[src/rtl/apb_uart_regfile.sv]
// APB3 slave register file for the UART core: baud, TX/RX data, sticky status, irq enables.
// Define APB_UART_PSLVERR_EN to report unmapped/illegal accesses on pslverr.
module apb_uart_regfile #(
  parameter int          DATA_W      = 8,
  parameter int          ADDR_W      = 3,
  parameter int          WAIT_STATES = 0,
  parameter logic [15:0] BAUD_RESET  = 16'h0003
) (
  input  logic                pclk,
  input  logic                presetn,
  input  logic                psel,
  input  logic                penable,
  input  logic                pwrite,
  input  logic [ADDR_W-1:0]   paddr,
  input  logic [DATA_W-1:0]   pwdata,
  output logic [DATA_W-1:0]   prdata,
  output logic                pready,
  output logic                pslverr,
  output logic [2*DATA_W-1:0] baud_val,
  output logic [DATA_W-1:0]   tx_data,
  output logic                tx_wr,
  input  logic                tx_rdy,
  input  logic [DATA_W-1:0]   rx_data,
  input  logic                rx_rdy,
  output logic                rx_rd,
  input  logic                rx_ovf,
  output logic                irq
);

  localparam int                BAUD_W    = 2 * DATA_W;
  localparam logic [BAUD_W-1:0] BAUD_INIT = BAUD_W'(BAUD_RESET);
  localparam logic [3:0]        WS        = 4'(WAIT_STATES);

  localparam logic [ADDR_W-1:0] A_BAUD_LO = ADDR_W'(0);
  localparam logic [ADDR_W-1:0] A_BAUD_HI = ADDR_W'(1);
  localparam logic [ADDR_W-1:0] A_TXDATA  = ADDR_W'(2);
  localparam logic [ADDR_W-1:0] A_RXDATA  = ADDR_W'(3);
  localparam logic [ADDR_W-1:0] A_STATUS  = ADDR_W'(4);
  localparam logic [ADDR_W-1:0] A_CTRL    = ADDR_W'(5);

  typedef enum logic {IDLE, ACCESS} state_t;

  state_t              state, state_nxt;
  logic [3:0]          cnt, cnt_nxt;
  logic                latch, done, load;
  logic [ADDR_W-1:0]   addr_q, sel_addr;
  logic                write_q, sel_write;
  logic [DATA_W-1:0]   wdata_q;
  logic [DATA_W-1:0]   baud_lo, baud_hi;
  logic [2:0]          ctrl;
  logic                rx_ovf_st, tx_ovf_st, rx_pend;
  logic [DATA_W-1:0]   rd_value;
  logic                w1c_rx, w1c_tx, tx_drop;

  assign pready   = (state == ACCESS) && (cnt == WS);
  assign baud_val = {baud_hi, baud_lo};

  always_ff @(posedge pclk or negedge presetn) begin
    if (!presetn) begin
      state <= IDLE;
      cnt   <= '0;
    end else begin
      state <= state_nxt;
      cnt   <= cnt_nxt;
    end
  end

  always_comb begin
    state_nxt = state;
    cnt_nxt   = cnt;
    latch     = 1'b0;
    done      = 1'b0;
    case (state)
      IDLE: begin
        if (psel && !penable) begin
          state_nxt = ACCESS;
          cnt_nxt   = '0;
          latch     = 1'b1;
        end
      end
      ACCESS: begin
        if (!psel) begin
          state_nxt = IDLE;
        end else if (pready && penable) begin
          state_nxt = IDLE;
          done      = 1'b1;
        end else if (cnt != WS) begin
          cnt_nxt = cnt + 4'd1;
        end
      end
      default: state_nxt = IDLE;
    endcase
  end

  // prdata loads on the edge that raises pready; with no wait states that is the setup edge itself
  assign load      = (state_nxt == ACCESS) && (cnt_nxt == WS) && !pready;
  assign sel_addr  = latch ? paddr : addr_q;
  assign sel_write = latch ? pwrite : write_q;

  always_ff @(posedge pclk) begin
    if (latch) begin
      addr_q  <= paddr;
      write_q <= pwrite;
      wdata_q <= pwdata;
    end
  end

  always_comb begin
    rd_value = '0;
    if (!sel_write) begin
      case (sel_addr)
        A_BAUD_LO: rd_value = baud_lo;
        A_BAUD_HI: rd_value = baud_hi;
        A_RXDATA:  rd_value = rx_data;
        A_STATUS:  rd_value = DATA_W'({tx_ovf_st, rx_ovf_st, rx_rdy, tx_rdy});
        A_CTRL:    rd_value = DATA_W'(ctrl);
        default:   rd_value = '0;
      endcase
    end
  end

  always_ff @(posedge pclk or negedge presetn) begin
    if (!presetn) begin
      prdata  <= '0;
      rx_pend <= 1'b0;
    end else if (load) begin
      prdata  <= rd_value;
      rx_pend <= !sel_write && (sel_addr == A_RXDATA) && rx_rdy;
    end
  end

  assign w1c_rx  = done && write_q && (addr_q == A_STATUS) && wdata_q[2];
  assign w1c_tx  = done && write_q && (addr_q == A_STATUS) && wdata_q[3];
  assign tx_drop = done && write_q && (addr_q == A_TXDATA) && !tx_rdy;

  always_ff @(posedge pclk or negedge presetn) begin
    if (!presetn) begin
      baud_lo   <= BAUD_INIT[DATA_W-1:0];
      baud_hi   <= BAUD_INIT[BAUD_W-1:DATA_W];
      ctrl      <= '0;
      tx_data   <= '0;
      tx_wr     <= 1'b0;
      rx_rd     <= 1'b0;
      rx_ovf_st <= 1'b0;
      tx_ovf_st <= 1'b0;
      irq       <= 1'b0;
    end else begin
      tx_wr <= 1'b0;
      rx_rd <= 1'b0;
      if (done) begin
        if (write_q) begin
          case (addr_q)
            A_BAUD_LO: baud_lo <= wdata_q;
            A_BAUD_HI: baud_hi <= wdata_q;
            A_TXDATA: begin
              if (tx_rdy) begin
                tx_data <= wdata_q;
                tx_wr   <= 1'b1;
              end
            end
            A_CTRL:    ctrl <= wdata_q[2:0];
            default:   ;
          endcase
        end else if (addr_q == A_RXDATA) begin
          rx_rd <= rx_pend;
        end
      end
      // a fresh overrun pulse outranks a simultaneous clear
      rx_ovf_st <= rx_ovf || (rx_ovf_st && !w1c_rx);
      tx_ovf_st <= tx_drop || (tx_ovf_st && !w1c_tx);
      irq <= (ctrl[0] && tx_rdy) || (ctrl[1] && rx_rdy) ||
             (ctrl[2] && (rx_ovf_st || tx_ovf_st));
    end
  end

`ifdef APB_UART_PSLVERR_EN
  // decoded from the latched request, so the response never depends on live APB inputs
  assign pslverr = pready && ((addr_q > A_CTRL) ||
                              (write_q && (addr_q == A_RXDATA)) ||
                              (!write_q && (addr_q == A_TXDATA)));
`else
  assign pslverr = 1'b0;
`endif

endmodule

[config.mk]
export PLATFORM = sky130hd
export DESIGN_NAME = apb_uart_regfile
export DESIGN_NICKNAME = d
export VERILOG_FILES = /design/src/rtl/apb_uart_regfile.sv
export SDC_FILE = /design/constraint.sdc
export NUM_CORES = 1
export LEC_CHECK = 0
export CORE_MARGIN = 2
export CORE_UTILIZATION = 30
export DETAILED_ROUTE_END_ITERATION = 10
export HOLD_SLACK_MARGIN = 0.03
export PLACE_DENSITY = 0.51
export SYNTH_ARGS = -nofsm -noshare
export SYNTH_HDL_FRONTEND = slang
export SYNTH_SLANG_ARGS = --single-unit
[constraint.sdc]
create_clock -name pclk -period 2.1 [get_ports pclk]
set_clock_uncertainty 0.1 [all_clocks]
set_input_delay 0.315 -clock pclk [delete_from_list [all_inputs] [get_ports pclk]]
set_output_delay 0.315 -clock pclk [all_outputs]
set_load 0.005 [all_outputs]
==> run_results.csv, run 1 <==
group,metric,value,unit
cells_and_area,diodes,0,
global_routing,antenna_found_initial,0,
floorplanning,rows,34,
global_routing,globalRouteOverflowTotal,0,
placement,pre_cts_ws,-0.601,ns
routing,via_per_inst,4.93,
sta,slew_violations,0,
critical_path,critPathLaunchType,"register",
sta,finalSetupViolations,5,
sta,worstMarginPinSlew,0.614,ns
cells_and_area,area_delta_synth_final,53.6,%
run,drv_cap,0,
floorplanning,core_area,8720,µm²
clock_network,ctsHtreeMaxLevel,3,
yosys,syn_inst,211,
critical_path,worstSetupPathType,"register to register",
routing,detail-route-antenna-nets,0,
cells_and_area,utilization,0.474,
clock_network,cts_tree,"built",
cells_and_area,nets,348,
global_routing,grt.total_usage,0.158,
sta,slew_headroom,0.591,
routing,drtIter0Drc,136,
global_routing,grt_pass1_wl,11700,µm
status,outcome,"finished, violations left",
yosys,synthTopCellsByArea,"dfrtp_1 (41%), mux2_2 (13%), edfxtp_1 (8.9%)",
floorplanning,die_height,98.7,µm
floorplanning,chipWidth,98.7,µm
critical_path,cp_max_fo,5,
placement,place_area,3710,µm²
sta,final.setup.worst_slack,-0.00644,ns
critical_path,required,2.23,ns
floorplanning,die_area,9740,µm²
routing,wl_per_cell,17.3,µm
global_routing,grt_max_degree,47,
sta,fmax,475,MHz
routing,drc,0,
routing,via_count,2128,
routing,routed_wl,7460,µm
yosys,netlist-cell-type-count,48,
yosys,yosysMostFrequentCell,"dfrtp_1",
placement,dp_hpwl,5190,µm
global_routing,first_global_vias,2173,
clock_network,cts_buffers,9,
sta,fin_crit_sh,1.00,
yosys,synth_fp_nets,240,
placement,port-buffer-count,62,
floorplanning,io_pins,64,
critical_path,critPathMaxStageDelay,0.38,ns
critical_path,cp_cell_sequence,"inv_2 -> ha_4 -> nor3b_4 -> buf_6 -> and4_1 -> and3b_2 -> nand2_4 -> buf_12 -> mux2_2",
floorplanning,start_util,0.308,
worst_hold_path,hold_depth,2,
worst_hold_path,hold_path_class,"primary input to register",
yosys,synth_top_area_cell,"dfrtp_1",
clock_network,cts.sinks,58,
clock_network,clk_path_buf_depth,2,
sta,tns,-0.0250,ns
yosys,synth-seq-cells,58,
yosys,synthArstFlopShare,0.793,
power,peakVddDrop,0.402,mV
yosys,synth_area,2690,µm²
clock_network,worst_skew_pair.late_latency,0.35,ns
cells_and_area,final_cell_area,4130,µm²
clock_network,root_buffer,"clkbuf_8",
sta,hold_viol_final,0,
critical_path,reg2regPathDepth,9,
critical_path,worst_path_max_delay_cell,"dfrtp_1",
critical_path,end_kind,"register",
yosys,ys_seq_area_frac,0.548,
cells_and_area,drive_gt1_frac,0.343,
clock_network,clk_pin_slew,0.07,ns
yosys,syn_avg_cell_area,12.7,µm²
yosys,ys.flop_type,"dfrtp_1",
routing,dr.pass1.iters,4,
sta,period_minus_slack,2.11,ns
sta,rsz0062_at_grt,"yes",
placement,routabilityCongestion,0.815,
yosys,yosysWarnings,0,
yosys,synth_edf_count,8,
status,violations,"negative setup slack",
yosys,synthTopCellsByCount,"dfrtp_1 (44), mux2_2 (32), nand2_1 (13)",
power,power_leakage,1.84,nW
yosys,netlist.area_leader.share,0.409,
critical_path,crit_arrival,2.23,ns
cells_and_area,n_fill_cell,834,
power,p_per_area,797,nW/µm²
[where the power goes]
group          leakage, nW  total, mW  switching [mW]  internal [mW]
clock                0.123       1.26           0.475          0.787
sequential           0.726       1.39           0.126           1.26
combinational        0.987      0.643           0.243          0.401
total                 1.84       3.29           0.844           2.45
[logic make-up after synthesis]
kind of cell / Yosys count / share of synthesized area
flip-flops: 58 / 0.548
AND/OR/NAND/NOR: 49 / 0.109
AO/OA/AOI/OAI: 44 / 0.132
multiplexers: 42 / 0.176
buffers and inverters: 15 / 0.0246
adder cells (fa/ha/maj): 2 / 0.00930
other: 1 / 0.00139
[worst max-delay path, delay by kind of cell (launching register included)]
family        cells  cell delay (ns)
fa+ha+maj         1             0.13
mux               1             0.26
buf+inv           3             0.37
flops             1             0.38
simple gates      4             0.74
[metal layers]
metal	vias up	global-route usage	wire, µm	share of wire
met5	-	0	0	0
met4	0	0.0548	93	0.012
met3	7	0.0504	379	0.051
met2	54	0.228	3280	0.44
met1	1055	0.225	3710	0.50
li1	1012	-	-	-
[worst paths after layout]
| kind | slack [ns] | from | to |
|---|---|---|---|
| max in group asynchronous | 0.95 | presetn | state$_DFF_PN0_ |
| min in group asynchronous | 0.50 | presetn | baud_hi[1]$_DFFE_PN0P_ |
| min reg2reg | 0.39 | prdata[6]$_DFFE_PN0P_ | prdata[6]$_DFFE_PN0P_ |
| max | -0.006 | cnt[0]$_DFF_PN0_ | tx_data[5]$_DFFE_PN0P_ |
| min | 0.33 | penable | state$_DFF_PN0_ |
| max reg2reg | -0.006 | cnt[0]$_DFF_PN0_ | tx_data[5]$_DFFE_PN0P_ |
[stage by stage]
step                std cells  power (mW)  hold slack, ns
floorplan                 211        1.64         -0.0806
CTS                       433        3.32           0.323
detailed placement        408        2.03           0.359
finish                    432        3.29           0.334
global route              432        3.45           0.330
global placement          408        2.03           0.356
[area by class of cell]
type / count / area (µm²) / area share
clock buffers: 9 / 124 / 0.0300
clock inverters: 7 / 118 / 0.0285
inverters: 9 / 33.8 / 0.00817
multi-input cells: 139 / 1250 / 0.304
flip-flops and latches: 58 / 1480 / 0.357
well taps: 108 / 135 / 0.0327
repair buffers: 102 / 992 / 0.240
[repair_timing]
item	in CTS	in global routing
endpoints found under the hold margin	44	0
buffers inserted	7	0
hold buffers	1	0
cloned	2	0
pin swaps	5	10
gates resized for setup	24	12
endpoints found under the setup margin	13	29
[state kept, by name, summed over array words and instances, names as in the netlist, 3 cells and up]
name and cells:
tx_data 8, cnt 4, ctrl 3, prdata 8
baud_lo 8, baud_hi 8, addr_q 3, wdata_q 8
[layout by cell type, fill, tap and decap left out, drive strengths merged, types with 2 or more instances in the layout]
cell	n
o21ai	10
a22o	12
a222oi	3
a221o	2
nor3b	5
dlygate4sd2	2
ha	2
nand2	13
dfrtp	44
a32o	5
mux2i	10
bufinv	3
clkdlybuf4s50	58
buf	41
nand3	4
or3	2
nor2	5
mux2	32
a21oi	4
dfstp	2
nor3	3
inv	9
edfxtp	8
and2	4
nand2b	3
clkinv	4
nor2b	2
nand3b	2
dfxtp	4
clkbuf	9
a22oi	2
Note: power is estimated with default switching activity, not from simulation.
==> run 2, diff against run 1 <==
--- a/config.mk
+++ b/config.mk
@@ -5,6 +5,7 @@
 export SDC_FILE = /design/constraint.sdc
 export NUM_CORES = 1
 export LEC_CHECK = 0
+export ABC_CLOCK_PERIOD_IN_PS = 2100
 export CORE_MARGIN = 2
 export CORE_UTILIZATION = 30
 export DETAILED_ROUTE_END_ITERATION = 10
==> results of run 2 <==
Same layout as run 1: the final DEF is identical, and so are final timing and power.
==> run 3, diff against run 2 <==
--- a/config.mk
+++ b/config.mk
@@ -8,9 +8,11 @@
 export ABC_CLOCK_PERIOD_IN_PS = 2100
 export CORE_MARGIN = 2
 export CORE_UTILIZATION = 30
+export CTS_BUF_LIST = sky130_fd_sc_hd__clkbuf_8 sky130_fd_sc_hd__clkbuf_16
 export DETAILED_ROUTE_END_ITERATION = 10
 export HOLD_SLACK_MARGIN = 0.03
 export PLACE_DENSITY = 0.51
 export SYNTH_ARGS = -nofsm -noshare
 export SYNTH_HDL_FRONTEND = slang
 export SYNTH_SLANG_ARGS = --single-unit
+export TNS_END_PERCENT = 50
==> run 3 against run 2 <==
  * The flow still finishes with violations (negative setup slack)
  * Setup slack lost 0.047 ns
  * Register-to-register slack lost 0.05 ns
  * Cell area shrank 1.1%
  * Non-clock buffer count grew 2
  * Total power shrank 6.8%
  * Critical endpoint is now tx_data[6]$_DFFE_PN0P_
  * Combinational power shrank 0.9%
  * Global-route usage grew 0.097 points
==> run_results.csv, run 3 (synthesis results as in run 1) <==
group,metric,value,unit
clock_network,cts.sinks,58,
critical_path,r2r-start,"cnt[0]$_DFF_PN0_",
sta,slew_headroom,0.659,
cells_and_area,final_common_cell,"clkdlybuf4s50_1",
global_routing,grt_pass1_wl,11800,µm
floorplanning,rows,34,
floorplanning,core_area,8720,µm²
global_routing,globalRouteOverflowTotal,0,
routing,drtIter0Drc,66,
power,clockPowerShare,0.339,
critical_path,critPathLaunchType,"register",
routing,wl_per_cell,17.1,µm
sta,final.setup.worst_slack,-0.0532,ns
floorplanning,die_height,98.7,µm
routing,drc,0,
status,outcome,"finished, violations left",
sta,rsz0062_at_grt,"yes",
power,switching_share,0.278,
critical_path,end_kind,"register",
critical_path,rr_endpoint,"tx_data[6]$_DFFE_PN0P_",
floorplanning,io_pins,64,
critical_path,crit_arrival,2.28,ns
power,p_comb_frac,0.208,
global_routing,antenna_found_initial,0,
cells_and_area,layout_common_cells,"clkdlybuf4s50_1 (59), dfrtp_1 (43), mux2_2 (29), buf_4 (28), a22o_1 (12)",
sta,period_minus_slack,2.15,ns
cells_and_area,nets,349,
critical_path,r2r_setup_slack,-0.05,ns
clock_network,worst_skew_pair.late_latency,0.34,ns
critical_path,reg2regPathDepth,9,
power,switchingPower,853,µW
placement,pre_cts_ws,-0.450,ns
sta,slew_violations,0,
critical_path,worstSetupPathType,"register to register",
sta,finalSetupViolations,23,
floorplanning,die_area,9740,µm²
cells_and_area,drive_gt1_frac,0.354,
critical_path,endpoint,"tx_data[6]$_DFFE_PN0P_",
power,p_per_area,750,nW/µm²
global_routing,grt_max_degree,29,
routing,detail-route-antenna-nets,0,
sta,hold_viol_final,0,
cells_and_area,n_fill_cell,799,
power,p_int,2.22,mW
power,power_leakage,1.79,nW
critical_path,worstSetupStartpoint,"cnt[0]$_DFF_PN0_",
routing,via_per_inst,5.00,
sta,worstMarginPinSlew,0.511,ns
clock_network,cts_buffers,9,
floorplanning,chipWidth,98.7,µm
sta,fin_crit_sh,1.03,
critical_path,cp_max_fo,9,
placement,port-buffer-count,62,
worst_hold_path,hold_path_class,"primary input to asynchronous set/reset pin",
cells_and_area,multi_input_area,1230,µm²
routing,via_count,2164,
cells_and_area,seq_area,1480,µm²
status,violations,"negative setup slack",
clock_network,clk_pin_slew,0.07,ns
cells_and_area,diodes,0,
power,peakVddDrop,0.344,mV
cells_and_area,area_delta_synth_final,52.0,%
sta,hold_ws,0.377,ns
clock_network,clk_path_buf_depth,2,
placement,dp_hpwl,5360,µm
sta,fmax,464,MHz
critical_path,required,2.22,ns
routing,routed_wl,7420,µm
global_routing,first_global_vias,2242,
power,pwr-share-seq,0.453,
clock_network,ctsHtreeMaxLevel,3,
run,drv_cap,0,
clock_network,cts_tree,"built",
placement,routabilityCongestion,0.781,
global_routing,grt.total_usage,0.159,
floorplanning,start_util,0.308,
routing,dr.pass1.iters,4,
clock_network,root_buffer,"clkbuf_8",
==> run 3: power groups by stage <==
stage	Clock, mW	Combinational [mW]	Sequential (mW)
global placement	0	0.620	1.41
floorplan	0	0.279	1.36
detailed placement	0	0.625	1.41
CTS	1.07	0.638	1.39
finish	1.04	0.637	1.39
global route	1.13	0.695	1.41
==> run 3: worst max-delay path: stages (launching register included) <==
cell	delay [ns]
dfrtp_1	0.40
inv_2	0.09
ha_4	0.13
nor3b_4	0.23
buf_6	0.15
and4_4	0.24
and3b_2	0.21
nand2_2	0.07
buf_12	0.15
mux2_2	0.27
==> run 3: worst min path at each step <==
stage	to	slack (ns)	cells past startpoint
after floorplan	baud_hi[0]$_DFFE_PN0P_	-0.08	0
after global placement	prdata[3]$_DFFE_PN0P_	0.23	1
after detailed placement	prdata[3]$_DFFE_PN0P_	0.21	1
after CTS	prdata[3]$_DFFE_PN0P_	0.37	2
after global routing	wdata_q[1]$_DFFE_PN_	0.41	1
final	cnt[2]$_DFF_PN0_	0.38	2
==> run 3: final cells by class <==
class | instances | area share
repair buffers | 104 | 0.248
clock inverters | 7 | 0.0193
inverters | 9 | 0.00826
flip-flops and latches | 58 | 0.361
clock buffers | 9 | 0.0303
multi-input cells | 138 | 0.300
well taps | 108 | 0.0330
==> run 3: layer usage <==
layer,GRT usage,vias to the layer above,share of wire
met2,0.234,71,0.44
met1,0.223,1070,0.48
li1,-,1012,-
met4,0.0748,0,0.023
met5,0,-,0
met3,0.0362,11,0.053
==> run 3: stage by stage <==
stage                     area (µm²)  instances  power [mW]  utilization  TNS [ns]
after floorplan                 2700        211        1.64            -   -0.0778
after global placement          3720        408        2.03        0.426    -10.91
after detailed placement        3720        408        2.04        0.426    -11.35
after CTS                       4040        430        3.10        0.464    -0.186
after global routing            4090        433        3.23        0.469     -3.45
final                           4090        433        3.07        0.469    -0.451
==> run 3: timing repair <==
item,in CTS,in global routing
gates resized for setup,22,13
endpoints found under the setup margin,11,38
setup buffers,4,3
hold buffers,1,0
pin swaps,6,3
gates cloned,1,0
endpoints found under the hold margin,18,0
